===== config.mk =====
export PLATFORM = sky130hd
export DESIGN_NAME = clmul_seq
export DESIGN_NICKNAME = d
export VERILOG_FILES = /design/src/rtl/clmul_seq.sv
export SDC_FILE = /design/constraint.sdc
export NUM_CORES = 1
export LEC_CHECK = 0
export CORE_AREA = 4 4 72 74
export CTS_BUF_LIST = sky130_fd_sc_hd__clkbuf_8
export CTS_CLUSTER_SIZE = 16
export DETAILED_ROUTE_END_ITERATION = 16
export DIE_AREA = 0 0 76 78
export RECOVER_POWER = 50
export SLEW_MARGIN = 20
export SYNTH_ARGS = -nofsm -noshare
export SYNTH_HDL_FRONTEND = slang
export SYNTH_SLANG_ARGS = --single-unit

===== constraint.sdc =====
create_clock -name clk -period 4.5 [get_ports clk]
set_input_delay 0.9 -clock clk [delete_from_list [all_inputs] [get_ports clk]]
set_output_delay 0.9 -clock clk [all_outputs]
set_load 0.01 [all_outputs]

===== src/rtl/clmul_seq.sv =====
// Bit-serial carry-less multiplier over GF(2)[x].
// Consumes one bit of B per RUN cycle and XORs the correspondingly shifted
// copy of A into a double-width accumulator. The result is the unreduced
// product and is handed to the sequential reducer via prod_out/op_finish.
module clmul_seq #(
    parameter int DATA_WIDTH = 4
) (
    input  logic                          clk,
    input  logic                          rst,
    input  logic                          op_enable,
    input  logic                          start,
    input  logic [$clog2(DATA_WIDTH):0]   polyn_grade,
    input  logic [DATA_WIDTH-1:0]         a_in,
    input  logic [DATA_WIDTH-1:0]         b_in,
    output logic                          busy,
    output logic [2*DATA_WIDTH-1:0]       prod_out,
    output logic                          op_finish
);

    localparam int GW = $clog2(DATA_WIDTH) + 1;
    localparam int KW = (DATA_WIDTH > 1) ? $clog2(DATA_WIDTH) : 1;
    localparam int PW = 2 * DATA_WIDTH;
    localparam logic [GW-1:0] G_MAX = GW'(DATA_WIDTH);

    typedef enum logic [1:0] {
        IDLE = 2'd0,
        RUN  = 2'd1,
        DONE = 2'd2
    } state_t;

    state_t                state;
    logic [DATA_WIDTH-1:0] a_reg;
    logic [DATA_WIDTH-1:0] b_reg;
    logic [PW-1:0]         acc;
    logic [KW-1:0]         k;
    logic [KW-1:0]         last_k;

    logic [GW-1:0]         g_eff_c;
    logic                  opnd_ok;
    logic [DATA_WIDTH-1:0] mask;
    logic [KW-1:0]         last_k_c;
    logic [PW-1:0]         shifted;
    logic [PW-1:0]         next_acc;

    // Clamp the requested degree and build the operand mask. Degrees below 2
    // run a single dummy cycle with zeroed operands so the result is 0; the
    // last bit index is latched at start so a changing polyn_grade during RUN
    // cannot stretch the operation.
    always_comb begin
        g_eff_c = polyn_grade;
        opnd_ok = 1'b1;
        if (polyn_grade > G_MAX) begin
            g_eff_c = G_MAX;
        end else if (polyn_grade < GW'(2)) begin
            g_eff_c = GW'(1);
            opnd_ok = 1'b0;
        end
        mask = '0;
        for (int i = 0; i < DATA_WIDTH; i++) begin
            mask[i] = opnd_ok && (i < int'(g_eff_c));
        end
        last_k_c = KW'(g_eff_c - GW'(1));
    end

    // One shift-and-XOR step: A is zero-extended before shifting, so the
    // highest term (degree 2*DATA_WIDTH-2) always fits without truncation.
    always_comb begin
        shifted  = {{DATA_WIDTH{1'b0}}, a_reg} << k;
        next_acc = acc ^ (b_reg[k] ? shifted : '0);
    end

    // Control FSM with registered outputs; op_enable=0 clears everything and
    // takes priority over a simultaneous start.
    always_ff @(posedge clk or posedge rst) begin
        if (rst) begin
            state     <= IDLE;
            a_reg     <= '0;
            b_reg     <= '0;
            acc       <= '0;
            k         <= '0;
            last_k    <= '0;
            busy      <= 1'b0;
            op_finish <= 1'b0;
            prod_out  <= '0;
        end else if (!op_enable) begin
            state     <= IDLE;
            a_reg     <= '0;
            b_reg     <= '0;
            acc       <= '0;
            k         <= '0;
            busy      <= 1'b0;
            op_finish <= 1'b0;
            prod_out  <= '0;
        end else begin
            case (state)
                IDLE: begin
                    op_finish <= 1'b0;
                    if (start) begin
                        a_reg    <= a_in & mask;
                        b_reg    <= b_in & mask;
                        acc      <= '0;
                        k        <= '0;
                        last_k   <= last_k_c;
                        prod_out <= '0;
                        busy     <= 1'b1;
                        state    <= RUN;
                    end
                end
                RUN: begin
                    acc <= next_acc;
                    if (k == last_k) begin
                        prod_out  <= next_acc;
                        op_finish <= 1'b1;
                        state     <= DONE;
                    end else begin
                        k <= k + KW'(1);
                    end
                end
                DONE: begin
                    op_finish <= 1'b0;
                    busy      <= 1'b0;
                    state     <= IDLE;
                end
                default: begin
                    op_finish <= 1'b0;
                    busy      <= 1'b0;
                    state     <= IDLE;
                end
            endcase
        end
    end

endmodule

==> out/metrics.cfg <==
[status]
outcome = finished with violations
violations = max-capacitance violations, max-slew violations

[critical_path]
rr_worst_depth = 3
worstSetupStartpoint = rst
crit_end = state[0]
cp-start-kind = input port
cp.arrival_ns = 2.72
critPathMaxStageDelay_ns = 1.22
critPathKind = in2async
critPathSlowestCell = clkbuf_1
r2r_slack_ns = 2.60
crit_required_ns = 4.57
end_kind = asynchronous set/reset pin
cp_max_fo = 32
r2r-start = k[0]
reg2reg_to = prod_out[2]
path_cells = dlygate4sd3_1 > inv_1 > clkbuf_1

[min_path]
hold_path.class = reg2reg

[synthesis]
ys_ff_latch = 32
yosysMostFrequentCell = dfrtp_1
syn_avg_cell_area_sq_um = 11.2
syn_nets = 154
synth-seq-area-share_pct = 51.3
synth_commonest_cells = 32 x dfrtp_1, 9 x a22o_1, 8 x a21oi_1
synth_top_area_cell = dfrtp_1
ys_warn_count = 0
netlist_instances = 139
async_reset_ff_share_pct = 100
synthTopCellsByArea = dfrtp_1 51%, a22o_1 5.1%, mux2_2 2.9%
ys.flop_type = dfrtp_1
synth-edff-count = 0
synth_top_area_share_pct = 51.3
synthesis.area_sq_um = 1560
ys_types = 40

[timing]
slew_viol_final = 33
hold_slack_ns = 0.502
setup_viol = 0
tns_ns = 0
worst_slew_pin_slew_ns = 1.71
slew_headroom_pct = -13.7
post-route-period-util_pct = 58.9
max_freq_ghz = 0.378
layout_min_cycle_time_ns = 2.65
rsz0062_at_grt = false
clock_skew_ns = 0.00245
hold_violations = 0

[clock_tree]
hold_buffers = 0
cts_buffers = 5
path_clk_slew_ns = 0.06
clockRootBuffer = clkbuf_8
cts_resized = 0
clock_latency_ns = 0.28
cts.path.max_buffers = 2
cts_sinks = 32
cts_tree = built
htree_num_levels = 2
cts_setup_buffers = 0

[placement]
portBuffers = 24
dp_hpwl_um = 2510
gp_congestion = 0.824
place_area_sq_um = 1840

[floorplanning]
core-area_sq_um = 4600
die_w_um = 76
initial_core_util_pct = 33.9
fp.dieH_um = 78
io_pins = 25
dieArea_sq_um = 5930
rows = 25

[routing]
vias_per_cell = 5.39
drc_errors = 0
drt_iter0_drc = 36
firstDrtPassIters = 4
vias = 1185
finalWirelength_um = 3300
ant_nets = 0
wire_per_inst_um = 15.0

[global_routing]
grt_max_degree = 33
antenna_found_initial = 0
grt_pass1_vias = 1204
grt_pass1_wl_um = 5820
grt_util_all_layers_pct = 12.2
grt_overflow_total = 0

[finish]
finish.instance_area_sq_um = 1940
final_nets = 181
top_regs = acc (8), prod_out (8)
area_growth_pct = 24.1
drive_above_1_share_pct = 9.04
fillers = 431
num_antenna_cells = 0

[flow_run]
max_cap_violations = 1

[power]
p_per_area_nw_per_um2 = 364
p_leak_uw = 0.000881
vdd_drop_max_uv = 162

-- routing by layer --
layer  wire length, um  track usage [%]  share of wire, %
met2              1690             20.3                51
met5                 0                0                 0
met4                51             4.98               1.5
met3               151             3.60               4.6
met1              1410             14.7                43
-- cell usage in the layout, fill, tap and decap left out, types with 2 or more instances in the layout --
cell type	count
dfrtp_1	32
clkdlybuf4s50_1	22
a22o_1	9
a21oi_1	8
o21ai_0	7
clkbuf_8	7
inv_1	6
nor2_1	6
nand2_1	5
nand2b_1	4
o21a_1	4
xnor2_1	4
nand3_1	4
nand3b_1	4
xor2_1	4
mux2_2	4
a21o_1	4
mux2i_1	3
a31oi_1	3
o21ai_1	2
a32o_1	2
mux4_2	2
nand4_1	2
dlygate4sd3_1	2
-- per-stage QoR --
stage          cells  power, uW  setup WS (ns)  utilization [%]
6_report         220        704           1.85             42.1
5_1_grt          220        742           1.44             42.1
4_1_cts          220        711           2.06             42.2
3_5_place_dp     213        479           1.76             40.1
3_3_place_gp     213        475           1.84             40.1
2_1_floorplan    139        439           2.51                -
-- final cells by class --
cell class                      count  area, sq um  area share, %
Multi-Input combinational cell     95          701           36.2
Inverter                            7         26.3           1.36
Tap cell                           54         67.6           3.49
Timing Repair Buffer               25          244           12.6
Clock buffer                        7         96.3           4.98
Sequential cell                    32          801           41.4
-- logic make-up after synthesis --
family / Yosys count / synth area share (%)
multiplexers: 9 / 7.70
flip-flops: 32 / 51.3
buffers and inverters: 12 / 3.77
XOR/XNOR: 8 / 4.49
AND/OR/NAND/NOR: 32 / 11.9
AO/OA/AOI/OAI: 46 / 20.9
-- worst min-delay path by stage --
stage                            from  cells past startpoint           to  slack, ns
after floorplan                acc[7]                      1       acc[7]       0.45
after global placement         acc[3]                      1       acc[3]       0.49
after detailed placement  prod_out[4]                      1  prod_out[4]       0.49
after CTS                      acc[2]                      1       acc[2]       0.50
after global routing           acc[0]                      1       acc[0]       0.52
final                     prod_out[4]                      1  prod_out[4]       0.50
-- power breakdown --
part	leakage (uW)	switching (uW)	internal [uW]	total, uW
clock network	0.0000503	95.0	136	231
logic	0.000395	70.5	59.7	130
registers	0.000436	33.3	310	343
-- worst max-delay path: cells and delay by family --
kind	cells	cell delay (ns)
buffers and inverters	3	1.80
No activity file was read; power rests on OpenSTA's default activity.
